--- src/rtl/dispatch_queue_pkg.sv ---
// Shared decode/dispatch definitions: functional-unit types, the decoded
// instruction packet and the dispatch-queue sequencing states.
package sys_defs;

   typedef enum logic [1:0] {
      FU_ALU  = 2'd0,
      FU_MULT = 2'd1,
      FU_BTU  = 2'd2,
      FU_LSU  = 2'd3
   } FU_TYPE;

   localparam int NUM_FU = 4;

   typedef enum logic [1:0] {
      RUN    = 2'd0,
      DRAIN  = 2'd1,
      HALTED = 2'd2
   } DISP_STATE;

   typedef struct packed {
      logic        valid;
      logic [31:0] pc;
      logic [31:0] inst;
      FU_TYPE      fu;
      logic [4:0]  dest_reg;
   } DECODED_PACK;

   function automatic logic [NUM_FU-1:0] fu_onehot(input FU_TYPE fu);
      return NUM_FU'(1) << fu;
   endfunction

endpackage

--- src/rtl/dispatch_queue_if.sv ---
// Decoder-side and reservation-station-side handshake of the dispatch queue.
// The slave view belongs to the queue, the master view to its environment.
interface dispatch_queue_if;
   import sys_defs::*;

   logic                in_valid;
   DECODED_PACK         in_pack;
   logic                in_halt;
   logic                in_illegal;
   logic                in_ready;
   logic                out_valid;
   DECODED_PACK         out_pack;
   logic [NUM_FU-1:0]   out_fu_sel;
   logic [NUM_FU-1:0]   rs_ready;

   modport slave (
      input  in_valid, in_pack, in_halt, in_illegal, rs_ready,
      output in_ready, out_valid, out_pack, out_fu_sel
   );

   modport master (
      output in_valid, in_pack, in_halt, in_illegal, rs_ready,
      input  in_ready, out_valid, out_pack, out_fu_sel
   );

endinterface

--- src/rtl/dispatch_queue_pkt_fifo.sv ---
// Circular buffer of decoded packets with push/pop/clear and occupancy.
// Head data is read straight from storage, so an entry is visible the cycle after its push.
module pkt_fifo
   import sys_defs::*;
#(
   parameter int DEPTH = 8,
   localparam int PTR_W = $clog2(DEPTH)
) (
   input  logic            clock,
   input  logic            reset_n,
   input  logic            push,
   input  logic            pop,
   input  logic            clear,
   input  DECODED_PACK     push_pack,
   output DECODED_PACK     head_pack,
   output logic [PTR_W:0]  count,
   output logic            full,
   output logic            empty
);

   DECODED_PACK        mem [DEPTH];
   logic [PTR_W-1:0]   head;
   logic [PTR_W-1:0]   tail;

   always_ff @(posedge clock or negedge reset_n) begin
      if (!reset_n) begin
         head  <= '0;
         tail  <= '0;
         count <= '0;
      end else if (clear) begin
         head  <= '0;
         tail  <= '0;
         count <= '0;
      end else begin
         // Power-of-two depth lets the pointers wrap by natural overflow.
         if (push) tail <= tail + 1'b1;
         if (pop)  head <= head + 1'b1;
         case ({push, pop})
            2'b10:   count <= count + 1'b1;
            2'b01:   count <= count - 1'b1;
            default: count <= count;
         endcase
      end
   end

   always_ff @(posedge clock) begin
      if (push && !clear) mem[tail] <= push_pack;
   end

   assign head_pack = mem[head];
   assign full      = (count == (PTR_W+1)'(DEPTH));
   assign empty     = (count == '0);

   always_ff @(posedge clock) begin
      if (reset_n && !clear) begin
         assert (!(push && full));
         assert (!(pop && empty));
      end
   end

endmodule

--- src/rtl/dispatch_queue.sv ---
// In-order dispatch queue between decode and the per-FU reservation stations,
// with halt/illegal drain sequencing and flush recovery.
module dispatch_queue
   import sys_defs::*;
#(
   parameter int DEPTH = 8,
   localparam int PTR_W = $clog2(DEPTH)
) (
   input  logic              clock,
   input  logic              reset_n,
   dispatch_queue_if.slave   dq,
   input  logic              flush,
   output logic [PTR_W:0]    count,
   output logic              halted,
   output logic              err
);

   DISP_STATE     state;
   DISP_STATE     state_nxt;
   logic          err_nxt;
   logic          enq;
   logic          fire;
   logic          clear;
   logic          full;
   logic          empty;
   logic          in_ready;
   logic          out_valid;
   DECODED_PACK   head_pack;

   pkt_fifo #(.DEPTH(DEPTH)) u_fifo (
      .clock     (clock),
      .reset_n   (reset_n),
      .push      (enq),
      .pop       (fire),
      .clear     (clear),
      .push_pack (dq.in_pack),
      .head_pack (head_pack),
      .count     (count),
      .full      (full),
      .empty     (empty)
   );

   always_ff @(posedge clock or negedge reset_n) begin
      if (!reset_n) begin
         state <= RUN;
         err   <= 1'b0;
      end else begin
         state <= state_nxt;
         err   <= err_nxt;
      end
   end

   always_comb begin
      state_nxt = state;
      err_nxt   = err;
      in_ready  = 1'b0;
      enq       = 1'b0;
      clear     = 1'b0;
      out_valid = 1'b0;
      fire      = 1'b0;

      case (state)
         RUN: begin
            // Readiness uses pre-dequeue occupancy: a full queue never accepts.
            in_ready = !full;
            enq      = dq.in_valid && !full && !dq.in_halt && !dq.in_illegal && !flush;
            if (flush) begin
               clear   = 1'b1;
               err_nxt = 1'b0;
            end else if (dq.in_valid && (dq.in_halt || dq.in_illegal) && !full) begin
               state_nxt = DRAIN;
               err_nxt   = dq.in_illegal;
            end
         end
         DRAIN: begin
            if (flush) begin
               clear     = 1'b1;
               state_nxt = RUN;
               err_nxt   = 1'b0;
            end else if (empty) begin
               state_nxt = HALTED;
            end
         end
         default: begin
         end
      endcase

      // Strict in-order: only the head may leave, whatever other FUs are ready.
      if (state != HALTED && !empty && !flush) begin
         out_valid = 1'b1;
         fire      = dq.rs_ready[head_pack.fu];
      end
   end

   assign dq.in_ready   = in_ready;
   assign dq.out_valid  = out_valid;
   assign dq.out_pack   = head_pack;
   assign dq.out_fu_sel = out_valid ? fu_onehot(head_pack.fu) : '0;
   assign halted        = (state == HALTED);

   always_ff @(posedge clock) begin
      if (reset_n) begin
         assert (!out_valid || $onehot(dq.out_fu_sel));
         assert (out_valid || (dq.out_fu_sel == '0));
      end
   end

endmodule
--- src/flat_wrapper.sv ---
// flat-port wrapper written by rule: the top's interface ports become plain ports
module dispatch_queue_flat import sys_defs::*;
#(
   parameter int DEPTH = 8,
   localparam int PTR_W = $clog2(DEPTH)
)
  (clock, reset_n, flush, count, halted, err, dq_in_valid, dq_in_pack, dq_in_halt, dq_in_illegal, dq_rs_ready, dq_in_ready, dq_out_valid, dq_out_pack, dq_out_fu_sel);
  dispatch_queue_if dq_i ();
  input  logic clock;
  input  logic reset_n;
  input  logic flush;
  output logic [PTR_W:0] count;
  output logic halted;
  output logic err;
  input wire logic [$bits(dq_i.in_valid)-1:0] dq_in_valid;
  input wire logic [$bits(dq_i.in_pack)-1:0] dq_in_pack;
  input wire logic [$bits(dq_i.in_halt)-1:0] dq_in_halt;
  input wire logic [$bits(dq_i.in_illegal)-1:0] dq_in_illegal;
  input wire logic [$bits(dq_i.rs_ready)-1:0] dq_rs_ready;
  output wire logic [$bits(dq_i.in_ready)-1:0] dq_in_ready;
  output wire logic [$bits(dq_i.out_valid)-1:0] dq_out_valid;
  output wire logic [$bits(dq_i.out_pack)-1:0] dq_out_pack;
  output wire logic [$bits(dq_i.out_fu_sel)-1:0] dq_out_fu_sel;
  assign dq_i.in_valid = dq_in_valid;
  assign dq_i.in_pack = dq_in_pack;
  assign dq_i.in_halt = dq_in_halt;
  assign dq_i.in_illegal = dq_in_illegal;
  assign dq_i.rs_ready = dq_rs_ready;
  assign dq_in_ready = dq_i.in_ready;
  assign dq_out_valid = dq_i.out_valid;
  assign dq_out_pack = dq_i.out_pack;
  assign dq_out_fu_sel = dq_i.out_fu_sel;
  dispatch_queue #(.DEPTH(DEPTH)) u_core (.clock(clock), .reset_n(reset_n), .dq(dq_i), .flush(flush), .count(count), .halted(halted), .err(err));
endmodule
--- config.mk ---
export PLATFORM = sky130hd
export DESIGN_NAME = dispatch_queue_flat
export DESIGN_NICKNAME = d
export VERILOG_FILES = /design/src/rtl/dispatch_queue_pkg.sv /design/src/rtl/dispatch_queue_if.sv /design/src/rtl/dispatch_queue_pkt_fifo.sv /design/src/rtl/dispatch_queue.sv /design/src/flat_wrapper.sv
export SDC_FILE = /design/constraint.sdc
export NUM_CORES = 1
export LEC_CHECK = 0
export ABC_AREA = 1
export BUFFER_PORTS_ARGS = -buffer_cell sky130_fd_sc_hd__buf_2
export CAP_MARGIN = 20
export CORE_ASPECT_RATIO = 0.75
export CORE_MARGIN = 4
export CORE_UTILIZATION = 30
export DETAILED_ROUTE_END_ITERATION = 6
export MAX_ROUTING_LAYER = met4
export PLACE_DENSITY = 0.55
export SYNTH_ARGS = -nofsm -noshare
export SYNTH_HDL_FRONTEND = slang
export SYNTH_HIERARCHICAL = 1
export SYNTH_SLANG_ARGS = --single-unit
--- constraint.sdc ---
create_clock -name clock -period 4.45 [get_ports clock]
set_clock_uncertainty 0.2 [all_clocks]
set_input_delay 0 -clock clock [delete_from_list [all_inputs] [get_ports clock]]
set_output_delay 0 -clock clock [all_outputs]
set_load 0.005 [all_outputs]
==> metrics.txt, run 1 <==
buffer type at the clock tree root clkbuf_16; syn_area_per_cell ~12 sq um; f_max 250 MHz; worst path cell trace inv_16, nor2_1, o21ai_0, nand2_1, nand2_1, inv_1, nand3_1, nand2_1, dlygate4sd3_1, nor2_1, nor2_1, buf_4, dlygate4sd3_1, inv_1, nand2_1, nand2_1, nand2_1, inv_1, nand2_1, o21ai_0; syn_nets about 2000; TNS Setup 0 ns; CP max FO 60; CP Capture Type flop; crit path kind flop to flop; CP Launch Type flop; Die Footprint 0.0827 sq mm; post-route cell area ~0.029 sq mm; average wire per standard cell 18.0 um; # fillers between 7000 and 8000; Final ANT Viol Nets 0; IO Count 166; vias in the first global route approximately 15000; Synth Warn # 6; TritonCTS clock tree yes; max-cap violations 0; synthesized area around 0.023 sq mm; VDD IR max roughly 0.33 mV; dpl hpwl 30600 um; total track usage between 10% and 20%; Power Density approximately 400 mW/mm^2; Residual DRC 0; global-route wire length before repair 90400 um; leakage power about 10 nW; initial antenna violation count 4; Hold Slack 0.0227 ns; Site Rows 88; switch share 21.2%; Fin. Hold Viols 0; Sink Count 589; register bit total from synthesis 589; Final period util roughly nine tenths; Max-slew headroom between 20% and 30%; Syn Inst Count around 1900; core box area 0.0772 sq mm; cell-internal power ~0.0090 W; RSZ-0062 raised after global routing false; slowest CP cell dfrtp_4; DR vias approximately 15000; status complete, no violations; Seq pwr share between 50% and 60%; Sw Pwr roughly 0.0024 W; largest net degree at the start of global routing about 110; overall power ~0.011 W; Clk pwr share approximately 42%; max-slew violations 0; post-synthesis cell type count 26; worst endpoint required time roughly 4.8 ns; # port buffers 165; Detailed Routing Iterations Pass 1 5; Clock transition at path regs around 0.06 ns; GR Overflow Total 0; area delta synth->final 22.4%; Starting DRT DRC Count approximately 1200; Slew @ Worst Pin roughly 1.1 ns; DIE WIDTH 331 um; H-tree Lvls 2; Largest stage delay, worst path ~0.60 ns; final-stage net count roughly 2300; Gate power share about 5.0%; CTS buffer count slightly below 60; share of post-route cells with drive strength above 1 a little over an eighth; CP arrival between 4 and 5 ns; DR vias/cell 4.63; Placer Congestion 0.755; Clk Latency, worst-skew pair 0.61 ns; Max clock buf depth 3; Post-Route WL 59000 um; Worst path most repeated cell nand2_1; placed standard-cell area ~0.025 sq mm; minimum clock period after layout 4.00 ns; Starting Density between 30% and 40%; Die H between 200 and 250 um; Min-Delay Path Class primary input to flop; sequential share of the synthesized area between 70 and 80%; Final setup violation count 0
-- final timing paths --
path | to | startpoint | slack [ns] | depth (start not counted)
max | u_core/u_fifo/count[1]$_DFFE_PN0P_ | u_core/u_fifo/head[0]$_DFFE_PN0P_ | 0.45 | 20
min | u_core/u_fifo/mem[3][67]$_DFFE_PP_ | dq_in_pack[67] | 0.02 | 2
max reg2reg | u_core/u_fifo/count[1]$_DFFE_PN0P_ | u_core/u_fifo/head[0]$_DFFE_PN0P_ | 0.45 | 20
min reg2reg | u_core/u_fifo/count[3]$_DFFE_PN0P_ | u_core/u_fifo/count[3]$_DFFE_PN0P_ | 0.38 | 2
max in group asynchronous | u_core/u_fifo/head[1]$_DFFE_PN0P_ | reset_n | 3.26 | 3
min in group asynchronous | u_core/u_fifo/tail[2]$_DFFE_PN0P_ | reset_n | 0.30 | 3
-- cells in the mapped netlist --
master	count	share of area, %
ha_1	4	0.21
buf_6	17	0.82
inv_2	3	0.048
nand2_2	1	0.027
nand2_1	255	4.1
inv_1	27	0.43
nor2_4	1	0.048
o21ai_2	1	0.037
nand3_1	10	0.21
nand4_1	1	0.027
o21ai_0	252	5.4
buf_4	2	0.064
xnor2_1	1	0.037
a21oi_1	3	0.064
buf_1	9	0.14
o31ai_1	1	0.032
nor4_1	2	0.053
nor3_1	4	0.085
o21ai_1	190	4.1
buf_12	1	0.085
nor2_2	2	0.053
edfxtp_1	576	74
buf_2	30	0.64
dfrtp_1	13	1.4
nor2_1	453	7.3
clkbuf_1	53	0.85
-- placed cells by master (no fill, tap or decap), types with 17 or more instances in the layout --
cell,n
buf_2,165
buf_4,17
clkbuf_16,60
clkinv_1,19
dlygate4sd3_1,140
edfxtp_1,576
inv_1,26
nand2_1,255
nor2_1,445
o21ai_0,252
o21ai_1,190
-- state kept, by name, summed over array words and instances, names as in the netlist --
signal,count
u_core/state,2
u_core/u_fifo/head,3
u_core/u_fifo/count,4
u_core/u_fifo/tail,3
u_core/err,1
u_core/u_fifo/mem,576
-- worst max-delay path, delay by kind of cell (launching register included) --
family                 cells  cell delay (ns)
AO/OA/AOI/OAI              2             0.24
AND/OR/NAND/NOR           11             0.99
flip-flops                 1             0.60
buffers and inverters      7             1.85
-- metal layers --
layer | vias to the layer above | part of all wire, % | global-route usage (%) | wire length (um)
met5 | - | 0 | - | 0
met4 | 0 | 2.1 | 3.65 | 1230
met3 | 90 | 4.8 | 2.34 | 2820
met2 | 338 | 48 | 23.3 | 28100
met1 | 7459 | 45 | 19.2 | 26800
li1 | 7319 | - | - | -
-- per-stage QoR --
stage | worst slack (ns) | instances | util [%]
after floorplan | -0.526 | 1912 | -
after global placement | 0.988 | 3028 | 32.9
after detailed placement | 0.977 | 3028 | 32.9
after CTS | 0.260 | 3277 | 37.0
after global routing | 0.120 | 3284 | 37.1
final | 0.449 | 3284 | 37.1
-- cell families after synthesis --
kind of cell | share of synthesized area, %
AO/OA/AOI/OAI | 9.58
buffers and inverters | 3.08
adder cells (fa/ha/maj) | 0.214
flip-flops | 75.2
AND/OR/NAND/NOR | 11.9
XOR/XNOR | 0.0374
-- cell type report --
type,instances,area [sq um],share of cell area [%]
Inverter,30,130,0.454
Multi-Input combinational cell,1181,5140,17.9
Clock buffer,70,1520,5.30
Clock inverter,39,295,1.03
Antenna cell,4,10.0,0.0349
Sequential cell,589,17600,61.5
Tap cell,1035,1290,4.52
Timing Repair Buffer,336,2640,9.21
-- timing repair --
action	4_1_cts	5_1_grt
hold buffers	140	0
gates resized for setup	0	2
hold endpoints to repair	602	0
buffers inserted	0	2
endpoints found under the setup margin	0	4
-- power by group through the flow --
stage | clock (W) | sequential (W) | combinational [W]
floorplan | 0 | 0.00621 | 0.000241
global placement | 0 | 0.00621 | 0.000445
detailed placement | 0 | 0.00621 | 0.000458
CTS | 0.00488 | 0.00610 | 0.000561
global route | 0.00510 | 0.00609 | 0.000633
finish | 0.00472 | 0.00609 | 0.000564
(Power assumes the default switching activity.)
==> inputs of run 2 (changes only) <==
Settings changed: RECOVER_POWER set to 50.
==> metrics.txt, run 2 (synthesis results as in run 1) <==
buffer type at the clock tree root clkbuf_16; Post-Route WL 59000 um; CP arrival between 4 and 5 ns; CTS buffer count between 50 and 60; placed cell count between 3000 and 4000; Clock transition at path regs roughly 0.060 ns; Residual DRC 0; global-route wire length before repair between 90000 and 100000 um; Max-slew headroom -41.0%; Sink Count between 500 and 600; Hold Slack ~0.067 ns; status finished with violations; initial antenna violation count 4; max FFs per register between 500 and 600; TritonCTS clock tree yes; max-cap violations 2; Clk pwr share around 42%; IO Count around 170; Final ANT Viol Nets 0; Starting DRT DRC Count ~1100; most common cell after layout, fill and taps aside edfxtp_1; DIE WIDTH 331 um; total track usage ~14%; minimum clock period after layout just over 4 ns; Placer Congestion roughly 0.76; # port buffers about 170; largest net degree at the start of global routing 107; GR Overflow Total 0; final-stage net count approximately 2300; cell-internal power 0.00896 W; share of post-route cells with drive strength above 1 a little under an eighth; Power Density roughly 400 mW/mm^2; Die H between 200 and 250 um; max-slew violations 25; most frequent cells in the layout 576 x edfxtp_1, 447 x nor2_1, 255 x nand2_1, 253 x o21ai_0, 190 x o21ai_1; RSZ-0062 raised after global routing false; Gate power share under 10%; area delta synth->final 22.1%; f_max around 250 MHz; Die Footprint 0.0827 sq mm; biggest regs u_core/u_fifo/mem (576), u_core/u_fifo/count (4); core box area ~0.077 sq mm; CP Launch Type flop; H-tree Lvls 2; average wire per standard cell 18.0 um; VDD IR max 0.336 mV; Final WS setup approximately 0.38 ns; Fin. Hold Viols 0; failing checks max-capacitance violations, max-slew violations; Min-Delay Path Class primary input to flop; Detailed Routing Iterations Pass 1 5; CP max FO 30; DR vias/cell 4.64; # fillers about 7500; Final period util between 90% and 100%; leakage power around 9.8 nW; Seq pwr share approximately 54%; TNS Setup 0 ns; Layout Cells excl Fill about 3300; Clk Latency, worst-skew pair slightly above 0.6 ns; pre-CTS WS 0.977 ns; dpl hpwl approximately 30000 um; crit path kind flop to flop; Starting Density a little under a third; Final setup violation count 0; vias in the first global route about 15000; Site Rows approximately 90; CP Capture Type flop; Slew @ Worst Pin around 2.1 ns; Biggest register u_core/u_fifo/mem; Sw Pwr ~0.0024 W; Max clock buf depth 3; worst endpoint required time 4.55 ns; DR vias between 15000 and 20000; switch share around a fifth
-- run 2: cell types whose count changed in the layout (fill, tap and decap cells not counted) --
cell | before | now
nor2_4 | 9 | 7
nor2_1 | 445 | 447
clkbuf_1 | 11 | 48
inv_2 | 2 | 1
buf_2 | 165 | 128
inv_1 | 26 | 27
o21ai_2 | 1 | 0
o21ai_0 | 252 | 253
-- run 2: area by class of cell --
cell class	count	area (sq um)	share of cell area (%)
Tap cell	1035	1290	4.53
Multi-Input combinational cell	1181	5120	17.9
Inverter	30	130	0.455
Antenna cell	4	10.0	0.0350
Clock inverter	39	295	1.03
Clock buffer	70	1520	5.31
Timing Repair Buffer	336	2590	9.07
Sequential cell	589	17600	61.7
-- run 2: through the flow --
step	power (W)	cell area (sq um)	util, %
2_1_floorplan	0.00645	23400	-
3_3_place_gp	0.00666	25400	32.9
3_5_place_dp	0.00667	25400	32.9
4_1_cts	0.0115	28600	37.0
5_1_grt	0.0118	28600	37.0
6_report	0.0114	28600	37.0
-- run 2: per-layer routing --
layer / share of wire [%] / GRT usage [%]
met1: 46 / 19.2
met2: 48 / 23.3
met3: 4.6 / 2.34
met4: 2.1 / 3.65
met5: 0 / -
-- run 2: worst paths after layout --
path                                               startpoint                                 end  slack (ns)  depth (start not counted)
max                        u_core/u_fifo/count[3]$_DFFE_PN0P_  u_core/u_fifo/mem[5][31]$_DFFE_PP_        0.38                         12
min                                            dq_rs_ready[3]  u_core/u_fifo/count[1]$_DFFE_PN0P_        0.07                          9
max reg2reg                u_core/u_fifo/count[3]$_DFFE_PN0P_  u_core/u_fifo/mem[5][31]$_DFFE_PP_        0.38                         12
min reg2reg                u_core/u_fifo/count[3]$_DFFE_PN0P_  u_core/u_fifo/count[3]$_DFFE_PN0P_        0.38                          2
max in group asynchronous                             reset_n   u_core/u_fifo/head[1]$_DFFE_PN0P_        3.26                          3
min in group asynchronous                             reset_n   u_core/u_fifo/tail[2]$_DFFE_PN0P_        0.30                          3
-- run 2: power groups by stage --
stage                     Combinational [W]  Clock [W]  Sequential [W]
after floorplan                    0.000241          0         0.00621
after global placement             0.000445          0         0.00621
after detailed placement           0.000458          0         0.00621
after CTS                          0.000561    0.00488         0.00610
after global routing               0.000628    0.00510         0.00609
final                              0.000559    0.00472         0.00609
-- run 2: repair_timing --
action	in CTS	in global routing
buffers inserted	0	2
endpoints found under the setup margin	0	4
hold buffers	140	0
hold endpoints to repair	602	0
gates resized for setup	0	2
-- run 2: worst max-delay path, cell delays in order (launching register included) --
cell and delay (ns):
dfrtp_1 0.42, inv_1 0.11, nor4_1 0.08, inv_1 0.06, nand2_1 0.06, inv_1 0.08, nand2_1 0.05, nor2_1 0.18
inv_1 0.14, nor2_1 0.19, nand2_1 0.21, nor2_1 1.59, buf_12 0.34
